<file path="src/rtl/led_pwm_multi_driver.sv">
// Multi-channel LED PWM driver: a shared prescaler and a 255-step period counter,
// shadow registers loaded only at period boundaries, and a fixed phase stagger per LED index.
module led_pwm_multi_driver #(
   parameter int parm_color_led_count = 4,
   parameter int parm_basic_led_count = 4,
   parameter int parm_FCLK            = 40_000_000,
   parameter int parm_pwm_freq        = 1_000,
   parameter int parm_phase_step      = 64
) (
   input  logic                              i_clk,
   input  logic                              i_srst_n,
   input  logic [8*parm_color_led_count-1:0] i_color_led_red_value,
   input  logic [8*parm_color_led_count-1:0] i_color_led_green_value,
   input  logic [8*parm_color_led_count-1:0] i_color_led_blue_value,
   input  logic [8*parm_basic_led_count-1:0] i_basic_led_lumin_value,
   output logic [parm_color_led_count-1:0]   o_color_led_red,
   output logic [parm_color_led_count-1:0]   o_color_led_green,
   output logic [parm_color_led_count-1:0]   o_color_led_blue,
   output logic [parm_basic_led_count-1:0]   o_basic_led_lumin,
   output logic                              o_period_strobe
);

   localparam int c_n          = parm_color_led_count;
   localparam int c_m          = parm_basic_led_count;
   localparam int c_tick_div   = parm_FCLK / (parm_pwm_freq * 255);
   localparam int c_pre_w      = (c_tick_div > 1) ? $clog2(c_tick_div) : 1;
   localparam logic [c_pre_w-1:0] c_pre_max = c_pre_w'(c_tick_div - 1);
   localparam logic [7:0]         c_cnt_last = 8'd254;

   logic [c_pre_w-1:0] presc_q, presc_d;
   logic [7:0]         count_q, count_d;
   logic               tick;
   logic               load;
   logic               strobe_q;

   logic [8*c_n-1:0] red_sh_q, grn_sh_q, blu_sh_q;
   logic [8*c_m-1:0] lum_sh_q;

   logic [c_n-1:0] red_pin_q, grn_pin_q, blu_pin_q;
   logic [c_n-1:0] red_pin_d, grn_pin_d, blu_pin_d;
   logic [c_m-1:0] lum_pin_q, lum_pin_d;

   // Staggered position of a channel inside the 255-tick period, range 0..254.
   function automatic logic [8:0] eff_count(input logic [7:0] cnt, input logic [7:0] off);
      logic [8:0] s;
      s = {1'b0, cnt} + {1'b0, off};
      if (s >= 9'd255) begin
         s = s - 9'd255;
      end
      return s;
   endfunction

   always_comb begin
      tick    = (presc_q == c_pre_max);
      presc_d = tick ? '0 : presc_q + 1'b1;
      load    = tick && (count_q == c_cnt_last);
      count_d = count_q;
      if (tick) begin
         count_d = (count_q == c_cnt_last) ? 8'd0 : count_q + 8'd1;
      end
   end

   always_comb begin
      logic [8:0] e;
      red_pin_d = '0;
      grn_pin_d = '0;
      blu_pin_d = '0;
      lum_pin_d = '0;
      e         = '0;
      for (int k = 0; k < c_n; k++) begin
         e = eff_count(count_q, 8'((k * parm_phase_step) % 255));
         red_pin_d[k] = (e < {1'b0, red_sh_q[8*k +: 8]});
         grn_pin_d[k] = (e < {1'b0, grn_sh_q[8*k +: 8]});
         blu_pin_d[k] = (e < {1'b0, blu_sh_q[8*k +: 8]});
      end
      for (int k = 0; k < c_m; k++) begin
         e = eff_count(count_q, 8'((k * parm_phase_step) % 255));
         lum_pin_d[k] = (e < {1'b0, lum_sh_q[8*k +: 8]});
      end
   end

   // Count parks at 254 in reset so the first tick afterwards loads shadows and opens period 0.
   always_ff @(posedge i_clk) begin
      if (!i_srst_n) begin
         presc_q   <= '0;
         count_q   <= c_cnt_last;
         strobe_q  <= 1'b0;
         red_sh_q  <= '0;
         grn_sh_q  <= '0;
         blu_sh_q  <= '0;
         lum_sh_q  <= '0;
         red_pin_q <= '0;
         grn_pin_q <= '0;
         blu_pin_q <= '0;
         lum_pin_q <= '0;
      end else begin
         presc_q   <= presc_d;
         count_q   <= count_d;
         strobe_q  <= load;
         red_pin_q <= red_pin_d;
         grn_pin_q <= grn_pin_d;
         blu_pin_q <= blu_pin_d;
         lum_pin_q <= lum_pin_d;
         if (load) begin
            red_sh_q <= i_color_led_red_value;
            grn_sh_q <= i_color_led_green_value;
            blu_sh_q <= i_color_led_blue_value;
            lum_sh_q <= i_basic_led_lumin_value;
         end
      end
   end

   assign o_color_led_red   = red_pin_q;
   assign o_color_led_green = grn_pin_q;
   assign o_color_led_blue  = blu_pin_q;
   assign o_basic_led_lumin = lum_pin_q;
   assign o_period_strobe   = strobe_q;

endmodule

</file>
<file path="config.mk">
export PLATFORM = sky130hd
export DESIGN_NAME = led_pwm_multi_driver
export DESIGN_NICKNAME = d
export VERILOG_FILES = /design/src/rtl/led_pwm_multi_driver.sv
export SDC_FILE = /design/constraint.sdc
export NUM_CORES = 1
export LEC_CHECK = 0
export ABC_CLOCK_PERIOD_IN_PS = 5600
export BUFFER_PORTS_ARGS = -buffer_cell sky130_fd_sc_hd__buf_2
export CAP_MARGIN = 20
export CORE_UTILIZATION = 45
export DETAILED_ROUTE_END_ITERATION = 8
export PLACE_DENSITY_LB_ADDON = 0.25
export SLEW_MARGIN = 20
export SYNTH_ARGS = -nofsm -noshare
export SYNTH_HDL_FRONTEND = slang
export SYNTH_SLANG_ARGS = --single-unit
export TNS_END_PERCENT = 5
</file>
<file path="constraint.sdc">
create_clock -name i_clk -period 5.6 [get_ports i_clk]
set_input_delay 0 -clock i_clk [delete_from_list [all_inputs] [get_ports i_clk]]
set_output_delay 0 -clock i_clk [all_outputs]
set_load 0.005 [all_outputs]
</file>
# Word level (Yosys, flattened, before mapping)
# Cells that the tools add are included.
# totals
reg_bits,161
output_inout_bits,17
wordCells,50
# classes
add_sub_neg,9
n_lt_le_gt_ge,20
n_eq_ne,2
mux,5
n_bitwise,1
n_reduce_logical,2
# op_table
operator,n
9-bit by 8-bit < comparator with 1-bit output,16
9-bit two-way mux,4
"9-bit by 8-bit >= comparator with 1-bit output, second input constant",3
"9-bit by 8-bit subtractor with 9-bit output, second input constant",3
"8-bit by 8-bit adder with 9-bit output, second input constant",2
"8-bit by 1-bit adder with 8-bit output, second input constant",2
"8-bit == test, second input constant",2
"8-bit by 7-bit adder with 9-bit output, second input constant",1
"8-bit by 8-bit subtractor with 9-bit output, second input constant",1
"8-bit >= comparator, second input constant",1
8-bit two-way mux,1
2-bit OR reduction,1
1-bit logical AND,1
1-bit NOT,1

# Depth between registers and ports, before layout
# Gate-level depths: netlist of the first run.
# logic_depth
word_depth,4
mapped_depth,15

# Worst setup path after synthesis of the first run
# OpenSTA, ideal clock, no wires.
# synth_path
path_type,reg-to-reg
from,register count_q[6]
to,register lum_pin_q[3] (netlist: o_basic_led_lumin[3])
setup_time_ns,0.103
arrival_time_ns,3.050
required_ns,5.497
path_slack_ns,2.447
path_stages_with_launch,16
n_path_buf,1
cell_sequence,dfxtp_1 buf_2 inv_1 ha_1 and3_1 ha_1 nor2b_1 o31ai_2 nand2_1 xnor2_1 ha_1 a21oi_1 nand2_1 a221oi_1 a21oi_1 a2111oi_2
# synth_via
elab_chain_len,4
# synth_lines
element,line,source
start: declaration,31,"logic [7:0] count_q, count_d;"
start signal: assignment,86,count_q <= c_cnt_last;
start signal: assignment,98,count_q <= count_d;
8-bit by 8-bit adder with 9-bit output *,46,"s = {1'b0, cnt} + {1'b0, off};"
9-bit by 8-bit subtractor with 9-bit output or 9-bit by 8-bit >= comparator with 1-bit output (tied branches),"48, 47",
9-bit two-way mux *,47,if (s >= 9'd255) begin
9-bit by 8-bit < comparator with 1-bit output *,78,"lum_pin_d[k] = (e < {1'b0, lum_sh_q[8*k +: 8]});"
end signal: assignment,103,lum_pin_q <= lum_pin_d;
end: declaration,41,"logic [c_m-1:0] lum_pin_q, lum_pin_d;"
# Mark *: on every way between the ends. The rest lies on a longest branch, timed or not.
# A chain may end at the register's enable or synchronous reset.

# Worst setup path in the final report of the first run
# layout_path
from,register count_q[6]
to,register grn_pin_q[1] (netlist: o_color_led_green[1])
# layout_via
elab_chain_len,4
# layout_lines
element,line,source
8-bit by 7-bit adder with 9-bit output *,46,
9-bit by 8-bit subtractor with 9-bit output or 9-bit by 8-bit >= comparator with 1-bit output (tied branches),"48, 47",
9-bit two-way mux *,47,
9-bit by 8-bit < comparator with 1-bit output *,73,"grn_pin_d[k] = (e < {1'b0, grn_sh_q[8*k +: 8]});"
end signal: assignment,101,grn_pin_q <= grn_pin_d;
end: declaration,39,"logic [c_n-1:0] red_pin_q, grn_pin_q, blu_pin_q;"
# Marks and branches as above.

==> flow_summary.toml, run 1 <==
[status]
outcome = "completed"

[cells_and_area]
seqCellArea_mm2 = 0.003223
area_growth_pct = 28.14
multi_input_area_mm2 = 0.005403
instances_no_fill = 1687
final_core_util_pct = 59.23
nets = 1656
n_fill_cell = 1779
drive_gt1_share_pct = 13.62
diodes = 0

[power_and_ir_drop]
p_sw_share_pct = 21.04
ir_drop_mv = 0.1487
combPwrFrac_pct = 6.2
p_leak_nw = 4.635
internal_power_mw = 1.925
power_mw = 2.437
p_seq_share_pct = 47.1
p_clk_share_pct = 46.7
p_per_area_mw_per_mm2 = 202.1
p_switching_mw = 0.5128

[cts]
clock_latency_ns = 0.42
cts_buffers = 17
tritoncts = "built"
cts.sinks = 161
path_clk_slew_ns = 0.06
clockBufferDepth = 2
cts_resized = 0
ctsHtreeMaxLevel = 4
cts_root_buf = "clkbuf_16"

[synthesis]
yosys-mux-area-fraction_pct = 0
yosys.area.top_type_share_pct = 34.24
synth_top_family_by_area = "compound AO/OA/AOI/OAI gates"
syn_inst = 1164
netlist_area_mm2 = 0.009413
yosys.cell_count.top_type = "nand2_1"
async_reset_ff_share_pct = 0
synth_compound_area_share_pct = 20.15
synth-seq-cells = 161
synth_xor_area_share_pct = 2.326
synth_simple_gate_area_share_pct = 18.50
seq_area_frac_synth_pct = 34.24
synthAdderAreaFrac_pct = 16.22
synth_top_area_cell = "dfxtp_1"
ys.flop_type = "dfxtp_1"
yosys-top-cells-count = "nand2_1, dfxtp_1, inv_1"
postSynthAreaPerCell_um2 = 8.087
synth.area.top_cells = "dfxtp_1, ha_1, nand2_1, a21boi_1, inv_1"
yosysUniqueCellTypes = 48
syn_nets = 1416
yosys_warnings = 0
synth_edf_count = 0

[timing]
finalSetupTns_ns = 0
setup-violations-final = 0
tightest_slew_ns = 0.9125
fmax_ghz = 0.2638
hold_viol = 0
layout_worst_path_cycle_share_pct = 67.70
rsz0062_at_grt = "false"
slew-limit-headroom_pct = 39.16
worst_slack_ns = 1.809
finalCriticalPeriod_ns = 3.791
slew_violations = 0
skew_ns = 0.008543

[setup_path]
max_stage_delay_ns = 0.71
cp_data_required_time_ns = 5.91
worst_path_max_delay_cell = "o41ai_2"
endpoint_kind = "register"
arrival_ns = 4.10
cp_num_cells = 11
startpoint_type = "register"
crit_path_max_fanout = 11
path_cells = "inv_1, ha_1, inv_1, o41ai_2, nand2_1, xnor2_1, ha_1, nand3_1, nor2_1, o31a_1, nor4_1"
worst_r2r_path_depth = 11
worst-path-buf-inv = 2
worstSetupPathType = "reg -> reg"
crit_family = "compound AO/OA/AOI/OAI gates"

[floorplan]
io_pins = 147
fp.dieW_um = 146.6
die_y_um = 146.6
rows = 52
initial_utilization_pct = 46.22
die-area_mm2 = 0.02150
core_mm2 = 0.02036

[routing]
drt_iter0_drc = 480
drc = 0
wl_per_cell_um = 14.27
via_per_inst = 4.992
wirelength_mm = 24.08
ant_nets = 0
dr.pass1.iters = 5
vias = 8421

[placed_design]
dp.cells = 1527
port_buffers = 146
pre_cts_ws_ns = 1.873
gp_congestion = 0.8799
dp_hpwl_mm = 16.21

[job]
max_cap_violations = 0

[grt]
grt_pass1_vias = 8143
grt_max_degree = 102
grt_overflow_total = 0
grtUsageTotal_pct = 23.11
grt_pass1_wl_mm = 39.93
antenna_found_initial = 0

[hold_path]
hold_depth = 2
min_path_type = "in -> reg"
## power groups by stage
stage                     Clock (mW)  Combinational (mW)  Sequential, mW
after CTS                       1.16               0.148            1.15
after floorplan                    0              0.0277            1.17
final                           1.14               0.151            1.15
after global placement             0              0.0793            1.17
after detailed placement           0              0.0797            1.17
after global routing            1.21               0.163            1.15
## stage by stage
stage,area [µm²],hold slack (ns)
floorplan,9413,0.1348
global placement,10200,0.2427
detailed placement,10200,0.2447
CTS,12060,0.1461
global route,12060,0.1926
finish,12060,0.1331
## cell families after synthesis
logic type / after synthesis
fa+ha+maj: 122
buf+inv: 180
xor+xnor: 25
simple gates: 413
flops: 161
compound gates: 263
## per-layer routing
metal  part of all wire, %  vias to the layer above  track usage (%)
met5                     0                        -                0
met1                    48                     3864            30.87
li1                      -                     4372                -
met3                   3.2                       22            4.063
met4                   1.4                        0            6.094
met2                    47                      163            38.20
## registers in the layout (all words and copies together) (netlist names), 8 cells and up
| signal | cells |
|---|---|
| red_sh_q | 32 |
| lum_sh_q | 32 |
| presc_q | 8 |
| blu_sh_q | 32 |
| count_q | 8 |
| grn_sh_q | 32 |
## cell type report
class	instances	area share (%)
clock buffer	25	4.191
inverter	123	3.828
multi-input combinational	823	44.79
timing repair buffer	278	17.05
clock inverter	7	0.6120
tap	270	2.801
sequential	161	26.72
## layout by cell type (no fill, tap or decap), drive strengths merged, types with 2 or more instances in the layout
cell type	netlist	routed
inv	123	124
o311ai	2	2
nor2b	3	3
clkinvlp	0	4
a211oi	12	12
a21oi	45	45
buf	38	150
dlygate4sd3	0	128
nor3	4	4
nor2	33	33
clkbuf	19	25
nand4	14	14
and3	10	10
o21ai	18	18
nand3	33	33
o2111ai	6	6
nor4	3	3
nand2	300	300
and2	3	3
a2111oi	8	8
and4	2	2
a31oi	2	2
xor2	3	3
or3	4	4
dfxtp	161	161
a21boi	130	130
a21o	27	27
ha	122	122
o211a	4	4
o211ai	3	3
xnor2	22	22
o31a	2	2
## worst paths after layout
check	startpoint	end	slack, ns
setup / recovery	count_q[6]	o_color_led_green[1]	1.81
hold / removal	i_srst_n	count_q[3]	0.13
setup reg to reg	count_q[6]	o_color_led_green[1]	1.81
hold reg to reg	presc_q[0]	presc_q[0]	0.45
## timing repair
action | CTS | global route
setup buffers | 0 | 0
endpoints found under the setup margin | 0 | 0
endpoints found under the hold margin | 128 | 0
hold buffers | 128 | 0
Power figures use the tool's default switching activity.
==> run 2: changes to the inputs <==
--- a/config.mk
+++ b/config.mk
@@ -5,7 +5,7 @@
 export SDC_FILE = /design/constraint.sdc
 export NUM_CORES = 1
 export LEC_CHECK = 0
-export ABC_CLOCK_PERIOD_IN_PS = 5600
+export ABC_CLOCK_PERIOD_IN_PS = 3590
 export BUFFER_PORTS_ARGS = -buffer_cell sky130_fd_sc_hd__buf_2
 export CAP_MARGIN = 20
 export CORE_UTILIZATION = 45
==> constraint.sdc (replaced) <==
create_clock -name i_clk -period 3.59 [get_ports i_clk]
set_input_delay 0 -clock i_clk [delete_from_list [all_inputs] [get_ports i_clk]]
set_output_delay 0 -clock i_clk [all_outputs]
set_load 0.005 [all_outputs]
==> run 2 against run 1 <==
Clock power rose by 76%. Count of clock-buffer cells in the layout is 3 lower. Power increased by 66%. Highest routed layer unchanged. Flip-flop and latch count did not move. Register-to-register slack got worse by 1.5 ns. Largest cell class unchanged.
==> flow_summary.toml, run 2 (synthesis gave the netlist of run 1 again) <==
[status]
outcome = "completed"

[setup_path]
startpoint = "count_q[3]"
worstSetupPathType = "reg -> reg"
reg2reg_slack_ns = 0.29
crit_path_max_fanout = 8
timing.rr.end = "o_color_led_blue[2]"
crit_top_cell = "ha_1"
path_cells = "and4_1, and3_1, ha_1, nor2_1, o21ai_1, nand2_1, xnor2_1, ha_1, a21o_1, a21oi_1, nand3_1, a211oi_1"
endpoint = "o_color_led_blue[2]"
startpoint_type = "register"
max_stage_delay_ns = 0.53
cp_data_required_time_ns = 3.93
rr_startpoint = "count_q[3]"
worst_r2r_path_depth = 12
endpoint_kind = "register"
arrival_ns = 3.64
worst_path_max_delay_cell = "dfxtp_1"

[cells_and_area]
n_fill_cell = 1781
nets = 1691
diodes = 0
area_growth_pct = 32.17
layout_commonest_cell = "nand2_1"
final_cell_mix = "nand2_1, dfxtp_1, buf_2, dlygate4sd3_1, inv_1"
seqCellArea_mm2 = 0.003223
drive_gt1_share_pct = 14.69
final_core_util_pct = 61.09
multi_input_area_mm2 = 0.005410
instances_no_fill = 1720

[floorplan]
die-area_mm2 = 0.02150
core_mm2 = 0.02036
initial_utilization_pct = 46.22
io_pins = 147
rows = 52
die_y_um = 146.6
fp.dieW_um = 146.6

[hold_path]
min_path_type = "in -> reg"
min-delay-start = "i_color_led_red_value[2]"

[routing]
wirelength_mm = 24.54
drt_iter0_drc = 423
wl_per_cell_um = 14.27
via_per_inst = 5.017
drc = 0
dr.pass1.iters = 7
vias = 8630
ant_nets = 0

[timing]
fmax_ghz = 0.3026
slew-limit-headroom_pct = 40.47
finalCriticalPeriod_ns = 3.304
rsz0062_at_grt = "false"
layout_worst_path_cycle_share_pct = 92.04
setup-violations-final = 0
whs_ns = 0.3560
tightest_slew_ns = 0.8850
slew_violations = 0
finalSetupTns_ns = 0
skew_ns = 0.008495
worst_slack_ns = 0.2858
hold_viol = 0

[grt]
grt_overflow_total = 0
antenna_found_initial = 0
grtUsageTotal_pct = 23.63
grt_pass1_vias = 8499
grt_max_degree = 78
grt_pass1_wl_mm = 40.50

[placed_design]
dp_hpwl_mm = 16.80
dp.cells = 1547
port_buffers = 146
pre_cts_ws_ns = 0.3505
gp_congestion = 0.8558

[cts]
tritoncts = "built"
cts_buffers = 17
path_clk_slew_ns = 0.06
cts.sinks = 161
clockBufferDepth = 2
ctsHtreeMaxLevel = 4
clock_latency_ns = 0.43
cts_root_buf = "clkbuf_16"

[power_and_ir_drop]
ir_drop_mv = 0.3022
p_per_area_mw_per_mm2 = 324.6
p_leak_nw = 4.878

[job]
max_cap_violations = 0
-- run 2: changes by cell type in the layout (fill, tap and decap cells not counted) --
cell           delta
clkbuf_1          -1
clkinv_4          +2
bufinv_16         +4
xnor2_1           -1
xnor2_2           +1
clkinv_2          -1
clkinvlp_4        -4
buf_4            +20
clkbuf_8          -2
dlygate4sd3_1    +15
-- run 2: worst min-delay path by stage --
stage	slack (ns)	endpoint	cells after the start
3_3_place_gp	0.24	lum_sh_q[16]	3
3_5_place_dp	0.25	blu_sh_q[2]	3
5_1_grt	0.36	red_sh_q[9]	4
4_1_cts	0.34	grn_sh_q[12]	4
2_1_floorplan	0.13	blu_sh_q[24]	2
6_report	0.36	red_sh_q[2]	4
-- run 2: repair_timing --
action / in CTS / in global routing
setup endpoints to repair: 0 / 1
setup buffers: 0 / 0
resized for setup: 0 / 1
hold buffers: 143 / 0
hold endpoints to repair: 134 / 0
-- run 2: layer usage --
| layer | vias up | wire length, µm | global-route usage (%) |
|---|---|---|---|
| met2 | 219 | 11430 | 39.31 |
| met4 | 0 | 540 | 7.708 |
| met1 | 3928 | 11500 | 30.68 |
| met5 | - | 0 | 0 |
| met3 | 38 | 1074 | 4.375 |
| li1 | 4445 | - | - |
-- run 2: metrics by stage --
step,instance area [µm²],total power [mW]
after floorplan,9413,1.874
after global placement,10350,1.955
after detailed placement,10350,1.956
after CTS,12430,4.060
after global routing,12440,4.150
final,12440,4.038
-- run 2: power by group --
group | internal, mW | leakage (nW) | switching (mW)
registers | 1.79 | 1.30 | 0.00257
clock network | 1.29 | 0.317 | 0.722
logic | 0.165 | 3.26 | 0.0720
total | 3.24 | 4.88 | 0.797
-- run 2: critical path, delay by kind of cell (launching register included) --
kind	cells	cell delay [ns]
xor+xnor	1	0.50
simple gates	5	0.78
fa+ha+maj	2	0.54
compound gates	4	0.86
flops	1	0.53
-- run 2: final cells by class --
cell class                      count  share of cell area [%]
Clock buffer                       22                   3.812
Clock inverter                      8                   1.418
Tap cell                          270                   2.715
Multi-Input combinational cell    823                   43.49
Timing Repair Buffer              313                   18.95
Sequential cell                   161                   25.91
Inverter                          123                   3.711
==> run 3: changes to the inputs <==
--- a/config.mk
+++ b/config.mk
@@ -8,8 +8,10 @@
 export ABC_CLOCK_PERIOD_IN_PS = 3590
 export BUFFER_PORTS_ARGS = -buffer_cell sky130_fd_sc_hd__buf_2
 export CAP_MARGIN = 20
+export CORE_MARGIN = 3
 export CORE_UTILIZATION = 45
 export DETAILED_ROUTE_END_ITERATION = 8
+export MAX_ROUTING_LAYER = met4
 export PLACE_DENSITY_LB_ADDON = 0.25
 export SLEW_MARGIN = 20
 export SYNTH_ARGS = -nofsm -noshare
==> run 3 against run 2 <==
Register-to-register slack better by 0.03 ns. Die area is 5.5% higher. Sequential share of layout area is 0.33 points higher. Combinational power fell by 2%. Clock skew up 0.0054 ns. Fmax rose by 1.1%. Count of clock-buffer cells in the layout grew 1. Critical path depth up 1. Via count decreased by 1.4%.
==> flow_summary.toml, run 3 (synthesis gave the netlist of run 1 again) <==
[status]
outcome = "completed"

[routing]
vias = 8513
drc = 0
drt_iter0_drc = 335
wirelength_mm = 24.73
ant_nets = 0
via_per_inst = 4.990
wl_per_cell_um = 14.49
dr.pass1.iters = 5

[placed_design]
port_buffers = 146
gp_congestion = 0.8821
dp_hpwl_mm = 17.38

[setup_path]
worst_path_max_delay_cell = "dfxtp_1"
worstSetupPathType = "reg -> reg"
arrival_ns = 3.61
worst-path-buf-inv = 1
worst_r2r_path_depth = 13
crit_path_max_fanout = 8
endpoint_kind = "register"
crit_top_cell = "ha_1"
cp_num_cells = 13
cp_data_required_time_ns = 3.93
path_cells = "ha_1, buf_4, and3_1, ha_1, nor2_1, o21ai_1, nand2_1, xnor2_2, ha_1, a21o_1, a21oi_1, nand3_1, a211oi_1"
crit_family = "compound AO/OA/AOI/OAI gates"
max_stage_delay_ns = 0.50
startpoint_type = "register"

[timing]
tightest_slew_ns = 0.9252
finalSetupTns_ns = 0
hold_viol = 0
slew_violations = 0
finalCriticalPeriod_ns = 3.269
layout_worst_path_cycle_share_pct = 91.07
fmax_ghz = 0.3059
skew_ns = 0.01392
slew-limit-headroom_pct = 37.77
setup-violations-final = 0

[grt]
grt_pass1_vias = 8347
grt_pass1_wl_mm = 40.43
grt_max_degree = 104
grt_overflow_total = 0
grtUsageTotal_pct = 22.90
antenna_found_initial = 0

[floorplan]
core_mm2 = 0.02036
initial_utilization_pct = 46.22
die-area_mm2 = 0.02269
fp.dieW_um = 150.6
die_y_um = 150.6
rows = 52
io_pins = 147

[cts]
clock_latency_ns = 0.43
cts.sinks = 161
clockBufferDepth = 2
cts_buffers = 17
cts_root_buf = "clkbuf_16"
path_clk_slew_ns = 0.06
ctsHtreeMaxLevel = 4
tritoncts = "built"

[cells_and_area]
diodes = 0
area_growth_pct = 30.52
final_core_util_pct = 60.33
nets = 1675
drive_gt1_share_pct = 14.90
layout_commonest_cell = "nand2_1"
final_cell_mix = "nand2_1, dfxtp_1, buf_2, dlygate4sd3_1, inv_1"

[power_and_ir_drop]
power_mw = 3.990
p_leak_nw = 4.766
ir_drop_mv = 0.2503
p_per_area_mw_per_mm2 = 324.8

[job]
max_cap_violations = 0

[hold_path]
min_path_type = "in -> reg"
hold_depth = 2
[run 3: cell types whose count changed in the layout (fill, tap and decap cells not counted)]
cell,previous run,this run
buf_12,1,2
buf_4,24,22
bufinv_16,5,4
clkbuf_8,3,4
clkinv_2,0,2
clkinv_4,2,0
clkinvlp_4,0,3
dlygate4sd3_1,143,128
inv_6,1,0
[run 3: final timing paths]
path	startpoint	end	slack [ns]
worst min-delay path	i_srst_n	count_q[6]	0.03
worst min register to register	presc_q[0]	presc_q[0]	0.44
worst max register to register	count_q[0]	o_basic_led_lumin[2]	0.32
worst max-delay path	count_q[0]	o_basic_led_lumin[2]	0.32
[run 3: area by class of cell]
type	count	area, µm²
inverter	123	461.7
timing repair buffer	297	2212
clock inverter	9	152.6
sequential	161	3223
fill	1801	8079
multi-input combinational	823	5410
clock buffer	23	488.0
tap	270	337.8
[run 3: timing repair]
| item | in CTS | in global routing |
|---|---|---|
| gates resized for setup | 0 | 1 |
| setup buffers | 0 | 0 |
| hold endpoints to repair | 128 | 0 |
| endpoints found under the setup margin | 0 | 3 |
| hold buffers | 128 | 0 |
[run 3: routing by layer]
| metal | routed length, µm | global-route usage [%] |
|---|---|---|
| met5 | 0 | - |
| met4 | 294 | 6.437 |
| met3 | 1022 | 3.221 |
| met2 | 11520 | 37.21 |
| met1 | 11890 | 29.99 |
[run 3: through the flow]
step	setup slack, ns	instances	hold WS (ns)	instance area, µm²
after floorplan	0.4370	1164	0.1348	9413
after global placement	0.4198	1546	0.2419	10360
after detailed placement	0.2794	1546	0.2456	10360
after CTS	0.2558	1706	0.01803	12280
after global routing	-0.009551	1706	0.07272	12290
final	0.3206	1706	0.03304	12290
[run 3: report_power, final]
group / internal [mW] / total (mW) / switching, mW
Combinational: 0.164 / 0.233 / 0.0690
Clock: 1.24 / 1.97 / 0.729
Sequential: 1.79 / 1.79 / 0.00258
Total: 3.19 / 3.99 / 0.801
[run 3: worst reg2reg max path, cell delays in order, from the launching register on]
cell,delay [ns]
dfxtp_1,0.50
ha_1,0.29
buf_4,0.19
and3_1,0.16
ha_1,0.18
nor2_1,0.05
o21ai_1,0.29
nand2_1,0.19
xnor2_2,0.33
ha_1,0.32
a21o_1,0.19
a21oi_1,0.18
nand3_1,0.10
a211oi_1,0.23
